## src/rtl/hazard_control_unit_pkg.sv

```systemverilog
// Shared types, stall-length constants and the register-match helper
// for the pipeline hazard controller.
package hazard_pkg;

  typedef enum logic [1:0] {
    RUN    = 2'd0,
    STALL  = 2'd1,
    FREEZE = 2'd2
  } hz_state_t;

  // Bubbles needed when a branch in ID depends on a load / ALU result in EX.
  localparam int LOAD_BRANCH_STALLS = 2;
  localparam int ALU_BRANCH_STALLS  = 1;

  // A producer register matches when it is not x0 and feeds a source
  // operand that the ID instruction actually reads.
  function automatic logic reg_match(input logic [4:0] rd,
                                     input logic [4:0] rs1,
                                     input logic [4:0] rs2,
                                     input logic       use1,
                                     input logic       use2);
    return (rd != 5'd0) && ((use1 && (rd == rs1)) || (use2 && (rd == rs2)));
  endfunction

endpackage

```

## src/rtl/hazard_control_unit_if.sv

```systemverilog
// Signal bundle between the pipeline datapath and the hazard controller.
// master = pipeline side, slave = hazard controller side.
interface hazard_control_unit_if #(
  parameter int CNT_W = 32
);
  logic [4:0]       ID_Rs1;
  logic [4:0]       ID_Rs2;
  logic             ID_uses_rs1;
  logic             ID_uses_rs2;
  logic             ID_is_branch;
  logic             ID_branch_taken;
  logic             EX_RegWrite;
  logic             EX_MemRead;
  logic [4:0]       EX_Rd;
  logic             MEM_MemRead;
  logic [4:0]       MEM_Rd;
  logic             dmem_busy;

  logic             PC_write;
  logic             IF_ID_write;
  logic             IF_ID_flush;
  logic             ID_EX_flush;
  logic             pipe_freeze;
  logic [CNT_W-1:0] stall_cycles;
  logic [CNT_W-1:0] flush_count;

  modport master (
    output ID_Rs1, ID_Rs2, ID_uses_rs1, ID_uses_rs2, ID_is_branch,
           ID_branch_taken, EX_RegWrite, EX_MemRead, EX_Rd,
           MEM_MemRead, MEM_Rd, dmem_busy,
    input  PC_write, IF_ID_write, IF_ID_flush, ID_EX_flush, pipe_freeze,
           stall_cycles, flush_count
  );

  modport slave (
    input  ID_Rs1, ID_Rs2, ID_uses_rs1, ID_uses_rs2, ID_is_branch,
           ID_branch_taken, EX_RegWrite, EX_MemRead, EX_Rd,
           MEM_MemRead, MEM_Rd, dmem_busy,
    output PC_write, IF_ID_write, IF_ID_flush, ID_EX_flush, pipe_freeze,
           stall_cycles, flush_count
  );
endinterface

```

## src/rtl/hazard_control_unit_detect.sv

```systemverilog
// Pure combinational stall-demand encoder: how many bubbles the ID
// instruction needs before its operands can be forwarded.
module hazard_detect_comb
  import hazard_pkg::*;
(
  input  logic [4:0] ID_Rs1,
  input  logic [4:0] ID_Rs2,
  input  logic       ID_uses_rs1,
  input  logic       ID_uses_rs2,
  input  logic       ID_is_branch,
  input  logic       EX_RegWrite,
  input  logic       EX_MemRead,
  input  logic [4:0] EX_Rd,
  input  logic       MEM_MemRead,
  input  logic [4:0] MEM_Rd,
  output logic [1:0] need
);

  logic m_ex;
  logic m_mem;

  assign m_ex  = reg_match(EX_Rd,  ID_Rs1, ID_Rs2, ID_uses_rs1, ID_uses_rs2);
  assign m_mem = reg_match(MEM_Rd, ID_Rs1, ID_Rs2, ID_uses_rs1, ID_uses_rs2);

  // Priority-ordered demand: longest branch dependency wins.
  always_comb begin
    need = '0;
    if (ID_is_branch && EX_MemRead && m_ex)
      need = 2'(LOAD_BRANCH_STALLS);
    else if (ID_is_branch && EX_RegWrite && m_ex)
      need = 2'(ALU_BRANCH_STALLS);
    else if (ID_is_branch && MEM_MemRead && m_mem)
      need = 2'(ALU_BRANCH_STALLS);
    else if (EX_MemRead && m_ex)
      need = 2'd1;
  end

endmodule

```

## src/rtl/hazard_control_unit.sv

```systemverilog
// Pipeline hazard controller: stall/flush FSM, data-memory freeze and
// stall/flush performance counters.
module hazard_control_unit
  import hazard_pkg::*;
#(
  parameter int CNT_W   = 32,
  parameter int STALL_W = 2
) (
  input logic                 clk,
  input logic                 rst,
  hazard_control_unit_if.slave hz
);

  hz_state_t          state, state_nxt;
  hz_state_t          ret_state, ret_state_nxt;
  hz_state_t          eff_state;
  logic [STALL_W-1:0] remaining, remaining_nxt;
  logic [CNT_W-1:0]   stall_cnt, flush_cnt;
  logic [1:0]         need;

  logic pc_write, if_id_write, if_id_flush, id_ex_flush, pipe_freeze;

  hazard_detect_comb u_detect (
    .ID_Rs1      (hz.ID_Rs1),
    .ID_Rs2      (hz.ID_Rs2),
    .ID_uses_rs1 (hz.ID_uses_rs1),
    .ID_uses_rs2 (hz.ID_uses_rs2),
    .ID_is_branch(hz.ID_is_branch),
    .EX_RegWrite (hz.EX_RegWrite),
    .EX_MemRead  (hz.EX_MemRead),
    .EX_Rd       (hz.EX_Rd),
    .MEM_MemRead (hz.MEM_MemRead),
    .MEM_Rd      (hz.MEM_Rd),
    .need        (need)
  );

  // On the release cycle of a freeze, act as the saved state; `remaining`
  // itself is never touched while frozen, so it doubles as the saved count.
  always_comb begin
    eff_state = state;
    if (state == FREEZE && !hz.dmem_busy)
      eff_state = ret_state;
  end

  // Next-state and output decode.
  always_comb begin
    state_nxt     = state;
    ret_state_nxt = ret_state;
    remaining_nxt = remaining;
    pc_write      = 1'b1;
    if_id_write   = 1'b1;
    if_id_flush   = 1'b0;
    id_ex_flush   = 1'b0;
    pipe_freeze   = 1'b0;

    if (rst) begin
      pc_write    = 1'b0;
      if_id_write = 1'b0;
      if_id_flush = 1'b1;
      id_ex_flush = 1'b1;
    end else if (hz.dmem_busy) begin
      pipe_freeze = 1'b1;
      pc_write    = 1'b0;
      if_id_write = 1'b0;
      state_nxt   = FREEZE;
      if (state != FREEZE)
        ret_state_nxt = state;
    end else begin
      case (eff_state)
        RUN: begin
          if (need == 2'd0) begin
            if_id_flush = hz.ID_branch_taken;
            state_nxt   = RUN;
          end else begin
            pc_write    = 1'b0;
            if_id_write = 1'b0;
            id_ex_flush = 1'b1;
            if (need > 2'd1) begin
              state_nxt     = STALL;
              remaining_nxt = STALL_W'(need - 2'd1);
            end else begin
              state_nxt = RUN;
            end
          end
        end
        STALL: begin
          pc_write    = 1'b0;
          if_id_write = 1'b0;
          id_ex_flush = 1'b1;
          if (remaining <= STALL_W'(1)) begin
            remaining_nxt = '0;
            state_nxt     = RUN;
          end else begin
            remaining_nxt = remaining - STALL_W'(1);
            state_nxt     = STALL;
          end
        end
        default: begin
          state_nxt = RUN;
        end
      endcase
    end
  end

  // State, saved return state and remaining-stall register.
  always_ff @(posedge clk or posedge rst) begin
    if (rst) begin
      state     <= RUN;
      ret_state <= RUN;
      remaining <= '0;
    end else begin
      state     <= state_nxt;
      ret_state <= ret_state_nxt;
      remaining <= remaining_nxt;
    end
  end

  // Performance counters; freeze cycles assert neither flush so never count.
  always_ff @(posedge clk or posedge rst) begin
    if (rst) begin
      stall_cnt <= '0;
      flush_cnt <= '0;
    end else begin
      if (id_ex_flush) stall_cnt <= stall_cnt + CNT_W'(1);
      if (if_id_flush) flush_cnt <= flush_cnt + CNT_W'(1);
    end
  end

  assign hz.PC_write     = pc_write;
  assign hz.IF_ID_write  = if_id_write;
  assign hz.IF_ID_flush  = if_id_flush;
  assign hz.ID_EX_flush  = id_ex_flush;
  assign hz.pipe_freeze  = pipe_freeze;
  assign hz.stall_cycles = stall_cnt;
  assign hz.flush_count  = flush_cnt;

endmodule

```

## src/flat_wrapper.sv

```systemverilog
// flat-port wrapper written by rule: the top's interface ports become plain ports
module hazard_control_unit_flat import hazard_pkg::*;
#(
  parameter int CNT_W   = 32,
  parameter int STALL_W = 2
)
  (clk, rst, hz_ID_Rs1, hz_ID_Rs2, hz_ID_uses_rs1, hz_ID_uses_rs2, hz_ID_is_branch, hz_ID_branch_taken, hz_EX_RegWrite, hz_EX_MemRead, hz_EX_Rd, hz_MEM_MemRead, hz_MEM_Rd, hz_dmem_busy, hz_PC_write, hz_IF_ID_write, hz_IF_ID_flush, hz_ID_EX_flush, hz_pipe_freeze, hz_stall_cycles, hz_flush_count);
  hazard_control_unit_if #(.CNT_W(CNT_W)) hz_i ();
  input logic clk;
  input logic rst;
  input wire logic [$bits(hz_i.ID_Rs1)-1:0] hz_ID_Rs1;
  input wire logic [$bits(hz_i.ID_Rs2)-1:0] hz_ID_Rs2;
  input wire logic [$bits(hz_i.ID_uses_rs1)-1:0] hz_ID_uses_rs1;
  input wire logic [$bits(hz_i.ID_uses_rs2)-1:0] hz_ID_uses_rs2;
  input wire logic [$bits(hz_i.ID_is_branch)-1:0] hz_ID_is_branch;
  input wire logic [$bits(hz_i.ID_branch_taken)-1:0] hz_ID_branch_taken;
  input wire logic [$bits(hz_i.EX_RegWrite)-1:0] hz_EX_RegWrite;
  input wire logic [$bits(hz_i.EX_MemRead)-1:0] hz_EX_MemRead;
  input wire logic [$bits(hz_i.EX_Rd)-1:0] hz_EX_Rd;
  input wire logic [$bits(hz_i.MEM_MemRead)-1:0] hz_MEM_MemRead;
  input wire logic [$bits(hz_i.MEM_Rd)-1:0] hz_MEM_Rd;
  input wire logic [$bits(hz_i.dmem_busy)-1:0] hz_dmem_busy;
  output wire logic [$bits(hz_i.PC_write)-1:0] hz_PC_write;
  output wire logic [$bits(hz_i.IF_ID_write)-1:0] hz_IF_ID_write;
  output wire logic [$bits(hz_i.IF_ID_flush)-1:0] hz_IF_ID_flush;
  output wire logic [$bits(hz_i.ID_EX_flush)-1:0] hz_ID_EX_flush;
  output wire logic [$bits(hz_i.pipe_freeze)-1:0] hz_pipe_freeze;
  output wire logic [$bits(hz_i.stall_cycles)-1:0] hz_stall_cycles;
  output wire logic [$bits(hz_i.flush_count)-1:0] hz_flush_count;
  assign hz_i.ID_Rs1 = hz_ID_Rs1;
  assign hz_i.ID_Rs2 = hz_ID_Rs2;
  assign hz_i.ID_uses_rs1 = hz_ID_uses_rs1;
  assign hz_i.ID_uses_rs2 = hz_ID_uses_rs2;
  assign hz_i.ID_is_branch = hz_ID_is_branch;
  assign hz_i.ID_branch_taken = hz_ID_branch_taken;
  assign hz_i.EX_RegWrite = hz_EX_RegWrite;
  assign hz_i.EX_MemRead = hz_EX_MemRead;
  assign hz_i.EX_Rd = hz_EX_Rd;
  assign hz_i.MEM_MemRead = hz_MEM_MemRead;
  assign hz_i.MEM_Rd = hz_MEM_Rd;
  assign hz_i.dmem_busy = hz_dmem_busy;
  assign hz_PC_write = hz_i.PC_write;
  assign hz_IF_ID_write = hz_i.IF_ID_write;
  assign hz_IF_ID_flush = hz_i.IF_ID_flush;
  assign hz_ID_EX_flush = hz_i.ID_EX_flush;
  assign hz_pipe_freeze = hz_i.pipe_freeze;
  assign hz_stall_cycles = hz_i.stall_cycles;
  assign hz_flush_count = hz_i.flush_count;
  hazard_control_unit #(.CNT_W(CNT_W), .STALL_W(STALL_W)) u_core (.clk(clk), .rst(rst), .hz(hz_i));
endmodule
```

## config.mk

```make
export PLATFORM = sky130hd
export DESIGN_NAME = hazard_control_unit_flat
export DESIGN_NICKNAME = d
export VERILOG_FILES = /design/src/rtl/hazard_control_unit_pkg.sv /design/src/rtl/hazard_control_unit_if.sv /design/src/rtl/hazard_control_unit_detect.sv /design/src/rtl/hazard_control_unit.sv /design/src/flat_wrapper.sv
export SDC_FILE = /design/constraint.sdc
export NUM_CORES = 1
export LEC_CHECK = 0
export CORE_AREA = 2 2 113 115
export DETAILED_ROUTE_END_ITERATION = 8
export DIE_AREA = 0 0 115 117
export MAX_ROUTING_LAYER = met4
export PLACE_DENSITY = 0.49
export SLEW_MARGIN = 5
export SYNTH_ARGS = -nofsm -noshare
export SYNTH_HDL_FRONTEND = slang
export SYNTH_HIERARCHICAL = 1
export SYNTH_SLANG_ARGS = --single-unit
```

## constraint.sdc

```tcl
create_clock -name clk -period 4.3 [get_ports clk]
set_clock_uncertainty 0.1 [all_clocks]
set_input_delay 0.86 -clock clk [delete_from_list [all_inputs] [get_ports clk]]
set_output_delay 0.86 -clock clk [all_outputs]
set_load 0.005 [all_outputs]
```

# Word-level counts from Yosys, hierarchy flattened
# Cells that the tools add are included.
[totals] out_inout_bits=69 n_memories=0 latchBits=0 wordCells=74 ramBits=0 regBits=70 in_bits=30 rom_bits=0
[classes] shift=0 multipliers=0 n_eq_ne=9 reduce_logical=24 div_mod_pow=0 addsub=4 muxes=28 order_cmp=2 bitwise_logic=2
[op_table] op="$add A32 B1 Y32 const B" n=2
[op_table] op="$eq A5 B5 Y1" n=4
[op_table] op="$mux W1" n=17
[op_table] op="$logic_and A1 B1 Y1" n=14
[op_table] op="$mux W2" n=7
[op_table] op="$reduce_bool A5 Y1" n=2
[op_table] op="$pmux W2 S2" n=2
[op_table] op="$reduce_and A5 Y1" n=1
[op_table] op="$logic_not A2 Y1" n=2
[op_table] op="$ne A2 B2 Y1 const B" n=2
[op_table] op="$pmux W1 S2" n=2
[op_table] op="$sub A2 B1 Y2 const B" n=2
[op_table] op="$reduce_and A3 Y1" n=1
[op_table] op="$eq A2 B1 Y1 const B" n=1
[op_table] op="$eq A2 B2 Y1 const B" n=1
[op_table] op="$gt A2 B1 Y1 const B" n=1
[op_table] op="$le A2 B1 Y1 const B" n=1
[op_table] op="$logic_or A1 B1 Y1" n=2
[op_table] op="$ne A2 B1 Y1 const B" n=1
[op_table] op="$not A1 Y1" n=2
[op_table] op="$reduce_bool A2 Y1" n=1
[op_table] op="$logic_not A1 Y1" n=1

# Longest topological paths before layout
[logic_depth] word_depth=14 ltp_mapped=13 mapped_depth_nobuf=13

# Modules after synthesis
# The synthesis kept the hierarchy.
[by_module_without_submodules] module="hazard_control_unit" seq_area_each_um2=1751.7 area_each_um2=3299.4 cells_per_inst=303 n_inst=1
[by_module_without_submodules] module="hazard_detect_comb" seq_area_each_um2=0.0 area_each_um2=296.5 cells_per_inst=39 n_inst=1

# Worst setup path before layout
# Ideal clock, no wire load.
[synth_timing] path_type="input to output" from="in rst" to="out hz_pipe_freeze" path_slack_ps=382 arrival_ps=2958 path_buffers=1 path_stages=4 cell_sequence="buf_2 -> inv_1 -> nand2_1 -> inv_1"
[synth_via] elab_chain_cells=1
[synth_lines] element="start: declaration" line_no="flat_wrapper.sv:10" rtl="input logic rst;"
[synth_lines] element="$mux W1" line_no="hazard_control_unit.sv:56" rtl="if (rst) begin"
[synth_lines] element="end: declaration" line_no="flat_wrapper.sv:27" rtl="output wire logic [$bits(hz_i.pipe_freeze)-1:0] hz_pipe_freeze;"
# Every way passes these cells.

# Final worst setup path
[layout_timing] from="in hz_ID_Rs1[4]" to="out hz_IF_ID_flush"
[layout_via] elab_chain_cells=14 word_cells_on_any_way=21 classes_between="2 x eq/ne; 8 x mux; 11 x reduce/logical"
[layout_lines] element="start: declaration" line_no="flat_wrapper.sv:11" rtl="input wire logic [$bits(hz_i.ID_Rs1)-1:0] hz_ID_Rs1;"
[layout_lines] element="$eq A5 B5 Y1" line_no="hazard_control_unit_pkg.sv:22" rtl="return (rd != 5'd0) && ((use1 && (rd == rs1)) || (use2 && (rd == rs2)));"
[layout_lines] element="$logic_and A1 B1 Y1" line_no="hazard_control_unit_pkg.sv:22"
[layout_lines] element="$logic_or A1 B1 Y1" line_no="hazard_control_unit_pkg.sv:22"
[layout_lines] element="$logic_and A1 B1 Y1" line_no="hazard_control_unit_pkg.sv:22"
[layout_lines] element="$logic_and A1 B1 Y1" line_no="hazard_control_unit_detect.sv:34" rtl="else if (EX_MemRead && m_ex)"
[layout_lines] element="$mux W1" line_no="hazard_control_unit_detect.sv:34"
[layout_lines] element="$mux W1" line_no="hazard_control_unit_detect.sv:32" rtl="else if (ID_is_branch && MEM_MemRead && m_mem)"
[layout_lines] element="$mux W1" line_no="hazard_control_unit_detect.sv:30" rtl="else if (ID_is_branch && EX_RegWrite && m_ex)"
[layout_lines] element="$mux W2 (*)" line_no="hazard_control_unit_detect.sv:28" rtl="if (ID_is_branch && EX_MemRead && m_ex)"
[layout_lines] element="named net u_core.need[0]" line_no="hazard_control_unit.sv:19" rtl="logic [1:0] need;"
[layout_lines] element="$logic_not A2 Y1 (*)" line_no="hazard_control_unit.sv:71" rtl="if (need == 2'd0) begin"
[layout_lines] element="$mux W1 (*)" line_no="hazard_control_unit.sv:71"
[layout_lines] element="$mux W1 (*)" line_no="hazard_control_unit.sv:69" rtl="case (eff_state)"
[layout_lines] element="$mux W1 (*)" line_no="hazard_control_unit.sv:61" rtl="end else if (hz.dmem_busy) begin"
[layout_lines] element="$mux W1 (*)" line_no="hazard_control_unit.sv:56"
[layout_lines] element="end: declaration" line_no="flat_wrapper.sv:25" rtl="output wire logic [$bits(hz_i.IF_ID_flush)-1:0] hz_IF_ID_flush;"
# The timed path passes the listed nets; every way through them passes the cells marked *.

==> impl_metrics.ini <==
[route]
drt-initial-drc-count = 120
drc_errors = 0
via_count = 2841
wl_per_cell_um = 13.3
detail_route.vias_per_cell = 4.59
finalWirelength_um = 8240
final_antenna_net_count = 0
first_pass_iters = 4

[placement]
place_hpwl_um = 6170
port_buffers = 98
postPlaceCellArea_um2 = 4870
gp_congestion = 0.846
placedCellCount = 603

[floorplanning]
initial_core_util = 0.292
rows = 41
die-area_um2 = 13500
io_pins = 99
core_um2 = 12300
fp.dieH_um = 117
die_w_um = 115

[job]
max_cap_viol_count = 0

[global_routing]
grt_overflow = 0
grt_use_total = 0.134
first_global_vias = 2766
grt_pass1_wl_um = 13700
grt_max_degree = 73
antenna_found_initial = 0

[worst_setup_path]
crit_family = buffers and inverters
slowest_stage = clkdlybuf4s50_1
crit_path_max_incr_delay_ns = 0.45
r2r-end = u_core/hz.flush_count[27]
critPathCapture = hz_IF_ID_flush
critPathLaunchType = input pin
path_max_fanout = 4
arrival_ns = 3.14
rrSetupSlack_ns = 2.24
critPathCaptureType = output pin
critPathKind = input pin to output pin
worst-path-stages = 12
worstPathCellList = clkdlybuf4s50_1 > buf_4 > xnor2_2 > nand4_1 > o22ai_2 > o2111ai_2 > a21oi_2 > inv_1 > ha_2 > and4bb_4 > o22a_2 > dlygate4sd2_1
rr_worst_depth = 7
crit_buf_inv = 4
crit_start = hz_ID_Rs1[4]
required_ns = 3.34
r2r_start = u_core/state[0]

[power_and_ir_drop]
power_mw = 2.11
p_per_area_nw_per_um2 = 401
p_leak_nw = 2.28
vdd_ir_drop_max_mv = 0.186

[sta]
hold_violations = 0
final-setup-viol-count = 0
fin_crit_ns = 4.10
timing.fmax_mhz = 244
slew_violations = 0
post-route-period-util = 0.954
tightest_slew_ns = 0.924
rsz0062_at_grt = false
slew_headroom = 0.384
hold_ws_ns = 0.369

[clock_tree]
cts_buffer_depth = 2
insertion_delay_ns = 0.33
path_clk_slew_ns = 0.05
postCtsSetupRepairBufs = 0
htree_levels = 3
root_buffer = clkbuf_16
clock_sinks = 70
cts_buffers = 9
cts_tree = done

[logic_synthesis]
ys_warn_count = 6
ys_ff_latch = 70
syn_avg_cell_area_um2 = 10.5
synthCells = 342
synth_seq_area_share = 0.487
synthArstFlopShare = 1.00
synth_edf_count = 0
ys_types = 45
syn-num-nets = 376
synth_area_um2 = 3600
synthFlopType = dfrtp_1

[hold_path]
hold_class = register to register
min_path_cells = 1

[final_layout]
regArea_um2 = 1750
fin_area_um2 = 5270
area_growth_pct = 46.6
final_nets = 498
drive_gt1_frac = 0.130
diodes = 0
fillers = 1215
multi_input_area_um2 = 1820
final_cells = 619

[outcome]
status = finished, final reports clean
## cells in the mapped netlist (2+ instances only)
cell	n	area [µm²]
a21oi_1	4	20.0
and2_1	2	12.5
and3_1	4	25.0
and4_1	7	61.3
buf_2	2	10.0
dfrtp_1	70	1750
ha_1	4	50.1
inv_1	13	48.8
mux2_2	3	33.8
nand2_1	42	158
nand2b_1	2	12.5
nand3_1	18	90.1
nand4_1	18	113
nor2_1	24	90.1
nor3_1	11	55.1
nor4_4	2	42.5
o21ai_0	5	25.0
o22ai_1	4	25.0
xnor2_1	62	543
xor2_1	20	175
## metal layers
layer  up-vias  track usage  part of all wire
met4         0       0.0562             0.017
met1      1342        0.173              0.48
met3         9       0.0350             0.052
met5         -            -                 0
li1       1422            -                 -
met2        68        0.201              0.46
## report_power, final
part	switching (mW)	total, mW	internal, mW
clock	0.269	0.824	0.555
combinational	0.182	0.444	0.262
sequential	0.106	0.845	0.739
total	0.557	2.11	1.56
## flip-flops by register name, summed over array words and instances, names as in the netlist
name                    count
u_core/ret_state            2
u_core/hz.stall_cycles     32
u_core/hz.flush_count      32
u_core/remaining            2
u_core/state                2
## cell type report
class	instances	area share
Inverter	14	0.00997
Sequential cell	70	0.332
Tap cell	150	0.0356
Timing Repair Buffer	116	0.213
Multi-Input combinational cell	253	0.345
Clock buffer	13	0.0513
Clock inverter	3	0.0123
## layout by cell type (no fill, tap or decap), types with 2 or more instances in the layout
| cell type | instances |
|---|---|
| clkbuf_16 | 9 |
| o21ai_0 | 5 |
| clkbuf_8 | 3 |
| ha_1 | 3 |
| mux2_2 | 3 |
| nand2_1 | 42 |
| nor2_1 | 24 |
| nand4_1 | 18 |
| and3_1 | 4 |
| xor2_1 | 20 |
| inv_1 | 12 |
| nand3_1 | 18 |
| xnor2_2 | 3 |
| bufinv_16 | 2 |
| dlygate4sd2_1 | 6 |
| nor3_1 | 10 |
| clkdlybuf4s50_1 | 86 |
| a21oi_1 | 4 |
| dlymetal6s2s_1 | 6 |
| and4_1 | 7 |
| o22ai_1 | 3 |
| and2_1 | 2 |
| buf_4 | 18 |
| inv_2 | 2 |
| nor4_4 | 2 |
| xnor2_1 | 59 |
| dfrtp_1 | 70 |
## cells by family (layout without fill, tap and decap cells)
| group | after synthesis | after routing | synth area share |
|---|---|---|---|
| muxes | 3 | 3 | 0.00939 |
| xor gates and xnor gates | 82 | 82 | 0.200 |
| buffers and inverters | 19 | 146 | 0.0237 |
| DFF | 70 | 70 | 0.487 |
| adders and majority gates | 4 | 4 | 0.0139 |
| and+or+nand+nor | 142 | 142 | 0.217 |
| AOI/OAI and AO/OA | 22 | 22 | 0.0491 |
## through the flow
| step | TNS, ns | setup WS, ns | util |
|---|---|---|---|
| after global placement | -0.597 | -0.187 | 0.395 |
| after detailed placement | -0.594 | -0.187 | 0.395 |
| after global routing | 0 | 0.0316 | 0.428 |
| final | 0 | 0.198 | 0.428 |
| after floorplan | 0 | 0.382 | - |
| after CTS | 0 | 0.000272 | 0.424 |
## timing repair
action,CTS,global route
hold buffers,0,0
pin swaps,0,4
setup endpoints to repair,4,2
resized for setup,10,11
## how the worst min path moves through the flow
stage,from,end,slack (ns)
finish,u_core/hz.flush_count[31],u_core/hz.flush_count[31],0.37
CTS,u_core/hz.flush_count[31],u_core/hz.flush_count[31],0.37
global route,u_core/hz.flush_count[31],u_core/hz.flush_count[31],0.39
floorplan,u_core/hz.flush_count[31],u_core/hz.flush_count[31],0.37
global placement,u_core/hz.flush_count[31],u_core/hz.flush_count[31],0.36
detailed placement,u_core/hz.stall_cycles[31],u_core/hz.stall_cycles[31],0.36
(Power assumes the default switching activity.)
